===== config.mk =====
export PLATFORM = sky130hd
export DESIGN_NAME = inv_sub_bytes_seq
export DESIGN_NICKNAME = d
export VERILOG_FILES = /design/src/rtl/inv_sub_bytes_seq.sv
export SDC_FILE = /design/constraint.sdc
export NUM_CORES = 1
export LEC_CHECK = 0
export CAP_MARGIN = 20
export CORE_ASPECT_RATIO = 1.2
export CORE_UTILIZATION = 43
export CTS_BUF_LIST = sky130_fd_sc_hd__clkbuf_16
export DETAILED_ROUTE_END_ITERATION = 12
export PLACE_DENSITY = 0.67
export SLEW_MARGIN = 20
export SYNTH_ARGS = -nofsm -noshare
export SYNTH_HDL_FRONTEND = slang
export SYNTH_SLANG_ARGS = --single-unit

===== constraint.sdc =====
create_clock -name clk -period 5.8 [get_ports clk]
set_input_delay 1.74 -clock clk [delete_from_list [all_inputs] [get_ports clk]]
set_output_delay 1.74 -clock clk [all_outputs]
set_load 0.01 [all_outputs]

===== src/rtl/inv_sub_bytes_seq.sv =====
// AES InvSubBytes on a 128-bit state: LANES composite-field GF((2^4)^2) S-box lanes, 2-stage, time-multiplexed.
// Define SUBBYTES_FWD_EN to add a fwd input that reuses the inversion core for the forward S-box.
module inv_sub_bytes_seq #(
  parameter int LANES = 4
) (
  input  logic         clk,
  input  logic         rst,
  input  logic         in_valid,
  output logic         in_ready,
  input  logic [127:0] in_state,
`ifdef SUBBYTES_FWD_EN
  input  logic         fwd,
`endif
  output logic         out_valid,
  input  logic         out_ready,
  output logic [127:0] out_state,
  output logic         busy
);
  localparam int NCHUNK = 16 / LANES;
  localparam int CW = (NCHUNK > 1) ? $clog2(NCHUNK) : 1;
  localparam logic [CW-1:0] LAST = CW'(NCHUNK - 1);
  // y^2 = y + LAMBDA is irreducible over GF(16) (x^4+x+1) because trace(LAMBDA) = 1.
  localparam logic [3:0] LAMBDA = 4'hC;

  if (!(LANES == 1 || LANES == 2 || LANES == 4 || LANES == 8 || LANES == 16)) begin : g_bad_lanes
    $error("inv_sub_bytes_seq: LANES must be 1, 2, 4, 8 or 16");
  end

  function automatic logic [3:0] gf16_mul(input logic [3:0] a, input logic [3:0] b);
    logic [6:0] p;
    p = '0;
    for (int i = 0; i < 4; i++)
      if (b[i]) p = p ^ (7'(a) << i);
    return {p[3] ^ p[6], p[2] ^ p[5] ^ p[6], p[1] ^ p[4] ^ p[5], p[0] ^ p[4]};
  endfunction

  function automatic logic [3:0] gf16_inv(input logic [3:0] a);
    logic [3:0] a2, a4, a8;
    a2 = gf16_mul(a, a);
    a4 = gf16_mul(a2, a2);
    a8 = gf16_mul(a4, a4);
    return gf16_mul(gf16_mul(a2, a4), a8);
  endfunction

  function automatic logic [7:0] cmul(input logic [7:0] a, input logic [7:0] b);
    logic [3:0] hh;
    hh = gf16_mul(a[7:4], b[7:4]);
    return {hh ^ gf16_mul(a[7:4], b[3:0]) ^ gf16_mul(a[3:0], b[7:4]),
            gf16_mul(hh, LAMBDA) ^ gf16_mul(a[3:0], b[3:0])};
  endfunction

  // Column i of a basis-change matrix holds the image of bit i.
  function automatic logic [7:0] apply_map(input logic [7:0] x, input logic [63:0] m);
    logic [7:0] r;
    r = '0;
    for (int i = 0; i < 8; i++)
      if (x[i]) r = r ^ m[8*i +: 8];
    return r;
  endfunction

  // Iso map: AES x^i goes to beta^i, beta being a root of x^8+x^4+x^3+x+1 in the composite field.
  function automatic logic [63:0] build_iso();
    logic [63:0] m, cand;
    logic [7:0]  p;
    logic        found;
    m     = '0;
    cand  = '0;
    found = 1'b0;
    for (int c = 2; c < 256; c++) begin
      if (!found) begin
        p = 8'h01;
        for (int i = 0; i < 8; i++) begin
          cand[8*i +: 8] = p;
          p = cmul(p, 8'(c));
        end
        if ((p ^ cand[39:32] ^ cand[31:24] ^ cand[15:8] ^ cand[7:0]) == 8'h00) begin
          m     = cand;
          found = 1'b1;
        end
      end
    end
    return m;
  endfunction

  function automatic logic [63:0] build_iso_inv(input logic [63:0] m);
    logic [63:0] inv;
    logic [7:0]  y;
    inv = '0;
    for (int x = 1; x < 256; x++) begin
      y = apply_map(8'(x), m);
      for (int j = 0; j < 8; j++)
        if (y == (8'h01 << j)) inv[8*j +: 8] = 8'(x);
    end
    return inv;
  endfunction

  localparam logic [63:0] ISO     = build_iso();
  localparam logic [63:0] ISO_INV = build_iso_inv(ISO);

  function automatic logic [7:0] inv_affine(input logic [7:0] x);
    return {x[6:0], x[7]} ^ {x[4:0], x[7:5]} ^ {x[1:0], x[7:2]} ^ 8'h05;
  endfunction

`ifdef SUBBYTES_FWD_EN
  function automatic logic [7:0] fwd_affine(input logic [7:0] x);
    return x ^ {x[6:0], x[7]} ^ {x[5:0], x[7:6]} ^ {x[4:0], x[7:5]} ^ {x[3:0], x[7:4]} ^ 8'h63;
  endfunction
`endif

  // Stage-1 word {h, h^l, d}: inverse of (h*y + l) is (h*y + (h^l)) * d^-1.
  function automatic logic [11:0] lane_front(input logic [7:0] b);
    logic [7:0] m;
    m = apply_map(b, ISO);
    return {m[7:4], m[7:4] ^ m[3:0],
            gf16_mul(gf16_mul(m[7:4], m[7:4]), LAMBDA) ^ gf16_mul(m[7:4], m[3:0]) ^ gf16_mul(m[3:0], m[3:0])};
  endfunction

  function automatic logic [7:0] lane_back(input logic [11:0] s);
    logic [3:0] dinv;
    dinv = gf16_inv(s[3:0]);
    return apply_map({gf16_mul(s[11:8], dinv), gf16_mul(s[7:4], dinv)}, ISO_INV);
  endfunction

  typedef enum logic [1:0] {S_IDLE, S_ISSUE, S_DRAIN, S_HOLD} state_t;

  state_t          r_state;
  logic [CW-1:0]   r_cnt, r_s1_cnt, r_s2_cnt;
  logic            r_s1_vld, r_s2_vld;
  logic            r_in_ready, r_out_valid, r_busy;
  logic [7:0]      r_buf [16];
  logic [7:0]      r_out [16];
  logic [11:0]     r_s1 [LANES];
  logic [7:0]      r_s2 [LANES];
  logic [7:0]      w_in_bytes [16];
  logic [7:0]      w_lane_x [LANES];
  logic [11:0]     w_s1_next [LANES];
  logic [7:0]      w_s2_next [LANES];
`ifdef SUBBYTES_FWD_EN
  logic            r_fwd;
`endif

  for (genvar g = 0; g < 16; g++) begin : g_bytes
    assign w_in_bytes[g]            = in_state[127-8*g -: 8];
    assign out_state[127-8*g -: 8]  = r_out[g];
  end

  always_comb begin
    for (int l = 0; l < LANES; l++) begin
      w_lane_x[l] = r_buf[4'(int'(r_cnt) * LANES + l)];
`ifdef SUBBYTES_FWD_EN
      w_s1_next[l] = lane_front(r_fwd ? w_lane_x[l] : inv_affine(w_lane_x[l]));
      w_s2_next[l] = r_fwd ? fwd_affine(lane_back(r_s1[l])) : lane_back(r_s1[l]);
`else
      w_s1_next[l] = lane_front(inv_affine(w_lane_x[l]));
      w_s2_next[l] = lane_back(r_s1[l]);
`endif
    end
  end

  // NOTE: pure datapath registers carry no reset; the valid bits below decide when their contents matter.
  always_ff @(posedge clk) begin
    if (r_state == S_IDLE && in_valid) begin
      r_buf <= w_in_bytes;
`ifdef SUBBYTES_FWD_EN
      r_fwd <= fwd;
`endif
    end
    r_s1_cnt <= r_cnt;
    r_s2_cnt <= r_s1_cnt;
    r_s1     <= w_s1_next;
    r_s2     <= w_s2_next;
  end

  // NOTE: sequential state uses non-blocking assignments so every register sees pre-edge values.
  always_ff @(posedge clk) begin
    if (rst) begin
      r_state     <= S_IDLE;
      r_cnt       <= '0;
      r_s1_vld    <= 1'b0;
      r_s2_vld    <= 1'b0;
      r_out       <= '{default: '0};
      r_in_ready  <= 1'b1;
      r_out_valid <= 1'b0;
      r_busy      <= 1'b0;
    end else begin
      r_s1_vld <= (r_state == S_ISSUE);
      r_s2_vld <= r_s1_vld;
      if (r_s2_vld)
        for (int l = 0; l < LANES; l++)
          r_out[4'(int'(r_s2_cnt) * LANES + l)] <= r_s2[l];
      case (r_state)
        S_IDLE: if (in_valid) begin
          r_cnt      <= '0;
          r_state    <= S_ISSUE;
          r_in_ready <= 1'b0;
          r_busy     <= 1'b1;
        end
        S_ISSUE: begin
          if (r_cnt == LAST) r_state <= S_DRAIN;
          else               r_cnt   <= r_cnt + 1'b1;
        end
        S_DRAIN: if (r_s2_vld && r_s2_cnt == LAST) begin
          r_state     <= S_HOLD;
          r_out_valid <= 1'b1;
        end
        S_HOLD: if (out_ready) begin
          r_state     <= S_IDLE;
          r_out_valid <= 1'b0;
          r_in_ready  <= 1'b1;
          r_busy      <= 1'b0;
        end
        default: r_state <= S_IDLE;
      endcase
    end
  end

  assign in_ready  = r_in_ready;
  assign out_valid = r_out_valid;
  assign busy      = r_busy;
endmodule


==> results of run 1 <==
-- sequential cells by signal (all words and copies together) (netlist names) --
register / cells
out_state: 128
r_buf: 128
r_s1: 48
r_s2: 32
r_cnt: 2
r_s1_cnt: 2
r_s2_cnt: 2
r_state: 2
busy: 1
in_ready: 1
out_valid: 1
r_s1_vld: 1
r_s2_vld: 1
-- layout by cell type, fill, tap and decap left out, types with 6 or more instances in the layout --
cell type / count
a211o_1: 8
a211oi_1: 16
a21oi_1: 126
a22oi_1: 12
and2_1: 16
and3_1: 10
buf_4: 40
clkbuf_16: 38
clkdlybuf4s50_1: 261
clkinv_1: 6
clkinv_2: 6
dfxtp_1: 219
edfxtp_1: 128
ha_1: 42
inv_1: 60
mux2_2: 8
mux2i_1: 28
mux4_2: 32
nand2_1: 292
nand2b_1: 24
nand3_1: 23
nand3b_1: 14
nand4_1: 7
nor2_1: 105
nor2b_1: 86
nor3_1: 18
nor3b_1: 11
nor4_1: 7
o2111ai_1: 7
o211a_1: 8
o211ai_1: 19
o21a_1: 12
o21ai_0: 44
o22ai_1: 13
or2_2: 6
or3_1: 8
or4_1: 8
xnor2_1: 236
xnor3_1: 31
xor2_1: 99
-- layer usage --
layer,vias to the layer above,GRT usage,wire (µm)
met2,359,0.367,25100
met1,7147,0.232,19400
met4,0,0.0476,844
li1,7449,-,-
met3,55,0.0286,2040
met5,-,0,0
-- stage by stage --
step | cell area, µm² | hold WS (ns) | utilization | setup WS (ns) | std cells
global route | 24600 | 0.335 | 0.536 | 0.0283 | 2889
detailed placement | 23200 | 0.314 | 0.507 | 0.178 | 2821
floorplan | 20000 | 0.310 | - | 0.114 | 2007
CTS | 24500 | 0.328 | 0.534 | 0.165 | 2888
global placement | 23200 | 0.314 | 0.507 | 0.340 | 2821
finish | 24600 | 0.327 | 0.536 | 0.331 | 2889
-- logic make-up after synthesis --
kind of cell / share of synthesized area
buf+inv: 0.0318
flops: 0.414
mux: 0.0547
simple gates: 0.163
xor+xnor: 0.195
compound gates: 0.114
fa+ha+maj: 0.0276
-- area by class of cell --
cell class / count / area [µm²] / area share
Clock buffer: 38 / 951 / 0.0387
Timing Repair Buffer: 302 / 2930 / 0.119
Clock inverter: 29 / 295 / 0.0120
Inverter: 56 / 213 / 0.00866
Tap cell: 616 / 771 / 0.0314
Multi-Input combinational cell: 1499 / 11100 / 0.453
Sequential cell: 349 / 8270 / 0.337
-- critical path, cell delays in order, from the launching register on --
cell      delay (ns)
dfxtp_1         0.50
inv_1           0.10
ha_1            0.26
nand2b_1        0.16
nand2_1         0.11
xor2_2          0.19
ha_1            0.38
or4_1           0.59
and3_1          0.21
or4_1           0.54
nand3_1         0.14
xnor3_1         0.36
xnor3_1         0.43
xnor2_4         0.31
a31oi_1         0.15
xor2_1          0.25
xnor3_1         0.50
xnor2_1         0.15
-- worst min path at each step --
stage	endpoint	from	cells after the start
2_1_floorplan	r_s2_cnt[0]$_DFF_P_	r_s1_cnt[0]$_DFF_P_	0
3_3_place_gp	r_s2_cnt[0]$_DFF_P_	r_s1_cnt[0]$_DFF_P_	0
3_5_place_dp	r_s2_cnt[0]$_DFF_P_	r_s1_cnt[0]$_DFF_P_	0
4_1_cts	r_s2_cnt[0]$_DFF_P_	r_s1_cnt[0]$_DFF_P_	0
5_1_grt	r_s2_cnt[1]$_DFF_P_	r_s1_cnt[1]$_DFF_P_	0
6_report	r_s2_cnt[0]$_DFF_P_	r_s1_cnt[0]$_DFF_P_	0
-- cell usage after synthesis (7+ instances only) --
library cell,instances,area share
a211o_1,8,0.0035
a211oi_1,16,0.0060
a21oi_1,126,0.032
a22oi_1,12,0.0045
and2_1,16,0.0050
and3_1,10,0.0031
buf_1,12,0.0023
buf_2,19,0.0048
clkbuf_1,69,0.013
dfxtp_1,221,0.22
edfxtp_1,128,0.19
ha_1,44,0.028
inv_1,55,0.010
mux2_2,8,0.0045
mux2i_1,28,0.014
mux4_2,32,0.036
nand2_1,292,0.055
nand2b_1,24,0.0075
nand3_1,23,0.0058
nand3b_1,14,0.0053
nand4_1,7,0.0022
nor2_1,105,0.020
nor2b_1,86,0.027
nor3_1,18,0.0045
nor3b_1,12,0.0045
nor4_1,8,0.0025
o2111ai_1,7,0.0031
o211a_1,8,0.0040
o211ai_1,19,0.0071
o21a_1,12,0.0045
o21ai_0,44,0.011
o22ai_1,13,0.0041
or3_1,8,0.0025
or4_1,8,0.0030
xnor2_1,239,0.10
xnor3_1,32,0.036
xor2_1,100,0.044
-- timing repair --
item	in CTS	in global routing
resized for setup	0	11
setup endpoints to repair	0	16
setup buffers	0	1
==> impl_metrics.ini, run 1 <==
[setup_path]
endpoint_kind = register
crit_end = r_s2[21]$_DFF_P_
critPathMaxFanout = 10
reg2reg_from = r_s1[27]$_DFF_P_
startpoint = r_s1[27]$_DFF_P_
cp.required_ns = 6.20
criticalPathCategory = register to register
worstSetupStartpointType = register
worstPathArrival_ns = 5.87
r2r_end = r_s2[21]$_DFF_P_
r2r_slack_ns = 0.33
r2r_cells = 17

[placed_design]
gp_congestion = 0.878
portBuffers = 262
place_hpwl_um = 35400

[floorplanning]
num_rows = 86
fp.coreArea_um2 = 45800
initial_core_util = 0.435
die-area_um2 = 47300
die_w_um = 199
die_h_um = 238
io_pins = 263

[timing]
relSlewSlack = 0.271
setup_violations = 0
finalCriticalPeriod_ns = 5.47
post-route-period-util = 0.943
max_freq_ghz = 0.183
fin_tns_setup_ns = 0
tightestPinTransition_ns = 1.09
grt_setup_unrepaired = no
final_hold_viol_count = 0
finalMaxSlewViolations = 0
fin_worst_skew_ns = 0.0228

[clock_network]
clockBufferDepth = 3
cts.sinks = 349
insertion_delay_ns = 0.54
cts_tree = yes
cts-buffers-inserted = 37
clkTransAtPathRegs_ns = 0.06
cts_hold_buf = 0
htree_levels = 2
clock-root-buffer = clkbuf_16

[synthesis]
syn-num-nets = 2183
yosysWarnings = 0
async_flop_share = 0
ys.flop_type = dfxtp_1
yosysUniqueCellTypes = 94
synth_edf_count = 128
synthCells = 2007
syn_area_per_cell_um2 = 9.95
synth_seq_cells = 349
syn_area_um2 = 20000
synth-seq-area-share = 0.414

[final_layout]
syn_to_final_growth_pct = 23.1
nFillCells = 4074
fin_nets = 2421
n_antenna_cell = 0
drive_above_1_share = 0.0792

[route]
ant_nets = 0
drtPass1Iterations = 5
dr_total_vias = 15000
wire_per_inst_um = 16.4
route.detailed.drc = 0
viasPerCell = 5.20
routed_wl_um = 47300
drtIter0Drc = 808

[run_status]
status = complete, no violations

[global_routing]
gr-total-overflow = 0
grt_pass1_wl_um = 75000
grt_max_degree = 130
grt.total_usage = 0.196
antenna_found_initial = 0
grt_pass1_vias = 14600

[job]
cap_violations = 0

[hold_path]
hold_class = register to register
Power of run 1 is left out: the tool's default activity adds up to more than one toggle a clock period on the data nets, which glitch-free logic cannot reach.
==> inputs of run 2 (changes only) <==
Settings changed: CORE_ASPECT_RATIO 1.2 to 1.1, CORE_MARGIN set to 1.
==> impl_metrics.ini, run 2 (same netlist as run 1, synthesis figures left out) <==
[run_status]
status = complete, no violations

[placed_design]
gp_congestion = 0.907
portBuffers = 262
pre_cts_ws_ns = 0.230
place_hpwl_um = 36100

[job]
cap_violations = 0

[setup_path]
worstSetupStartpointType = register
critPathMaxFanout = 13
crit_family = XOR/XNOR gates
path_cells = ha_2, inv_1, o21ai_0, xor2_1, ha_1, and2_1, a22oi_1, xnor2_1, xnor3_1, o2111a_1, or3_1, and3_1, or2_2, mux2_2, a22oi_1, xnor3_1, xnor3_1, xnor2_1
cp.depth = 18
cpPeakStageDelay_ns = 0.46
crit_path_top_delay_cell = xnor3_1
cp.required_ns = 6.22
crit_top_cell = xnor3_1
worstPathArrival_ns = 5.94
endpoint_kind = register
worst-path-buf-inv = 1
criticalPathCategory = register to register
r2r_cells = 18

[clock_network]
clock-root-buffer = clkbuf_16
cts-buffers-inserted = 39
cts_tree = yes
cts.sinks = 349
clkTransAtPathRegs_ns = 0.06
htree_levels = 2
clockBufferDepth = 3
cts_hold_buf = 0
insertion_delay_ns = 0.55

[floorplanning]
io_pins = 263
die_h_um = 228
initial_core_util = 0.437
fp.coreArea_um2 = 45700
num_rows = 82
die-area_um2 = 47300
die_w_um = 207

[global_routing]
antenna_found_initial = 1
grt.total_usage = 0.201
grt_max_degree = 98
grt_pass1_wl_um = 77400
gr-total-overflow = 0
grt_pass1_vias = 14800

[timing]
fin_ws_ns = 0.282
finalMaxSlewViolations = 0
final_hold_viol_count = 0
setup_violations = 0
relSlewSlack = 0.347
whs_ns = 0.325
post-route-period-util = 0.951
max_freq_ghz = 0.181
tightestPinTransition_ns = 0.980
finalCriticalPeriod_ns = 5.52
fin_worst_skew_ns = 0.0182

[final_layout]
mostFrequentLayoutCells = nand2_1, clkdlybuf4s50_1, xnor2_1, dfxtp_1, edfxtp_1
drive_above_1_share = 0.0825
syn_to_final_growth_pct = 23.4
final_common_cell = nand2_1
fin_nets = 2426

[route]
viasPerCell = 5.25
routed_wl_um = 48000
dr_total_vias = 15000
wire_per_inst_um = 16.7
route.detailed.drc = 0
drtPass1Iterations = 5
drtIter0Drc = 912
ant_nets = 0

[hold_path]
hold_class = register to register
whs_path_depth = 0
## run 2: cell count changes in the layout (fill, tap and decap cells not counted), sizes merged
cell,delta
diode,+2
inv,-2
buf,+3
clkinvlp,-1
clkbuf,+1
bufinv,+2
clkinv,+3
## run 2: area by class of cell
type | count | area [µm²]
Fill cell | 4023 | 21000
Timing Repair Buffer | 305 | 2960
Multi-Input combinational cell | 1499 | 11200
Clock buffer | 39 | 976
Sequential cell | 349 | 8270
Antenna cell | 2 | 5.00
Tap cell | 588 | 736
Inverter | 56 | 213
Clock inverter | 31 | 319
## run 2: what timing repair did
| action | 4_1_cts | 5_1_grt |
|---|---|---|
| setup endpoints to repair | 0 | 10 |
| buffers inserted | 0 | 1 |
| endpoints found under the hold margin | 0 | 0 |
| gates resized for setup | 0 | 15 |
## run 2: path summary, 6_finish.rpt
path | slack (ns) | to | startpoint
worst max-delay path | 0.28 | r_s2[14]$_DFF_P_ | r_s1[14]$_DFF_P_
worst max register to register | 0.28 | r_s2[14]$_DFF_P_ | r_s1[14]$_DFF_P_
worst min register to register | 0.33 | r_s2_cnt[0]$_DFF_P_ | r_s1_cnt[0]$_DFF_P_
worst min-delay path | 0.33 | r_s2_cnt[0]$_DFF_P_ | r_s1_cnt[0]$_DFF_P_
## run 2: routing by layer
metal  global-route usage  vias to the layer above  wire (µm)
met5                    0                        -          0
li1                     -                     7462          -
met3               0.0341                       68       2210
met2                0.367                      323      24400
met1                0.240                     7196      20100
met4               0.0611                        0       1200
## run 2: metrics by stage
stage	setup TNS [ns]	area [µm²]	instances	util
global route	-0.0102	24600	2867	0.540
CTS	0	24500	2866	0.537
finish	0	24600	2869	0.540
floorplan	0	20000	2007	-
detailed placement	0	23200	2796	0.509
global placement	0	23200	2796	0.509
Power of run 2 is left out for the same reason.
==> inputs of run 3 (changes only) <==
Settings changed: HOLD_SLACK_MARGIN set to 0.1.
==> results of run 3 <==
Same layout as run 2: the final DEF is identical, and so are final timing and power.
Power of run 3 is left out for the same reason.
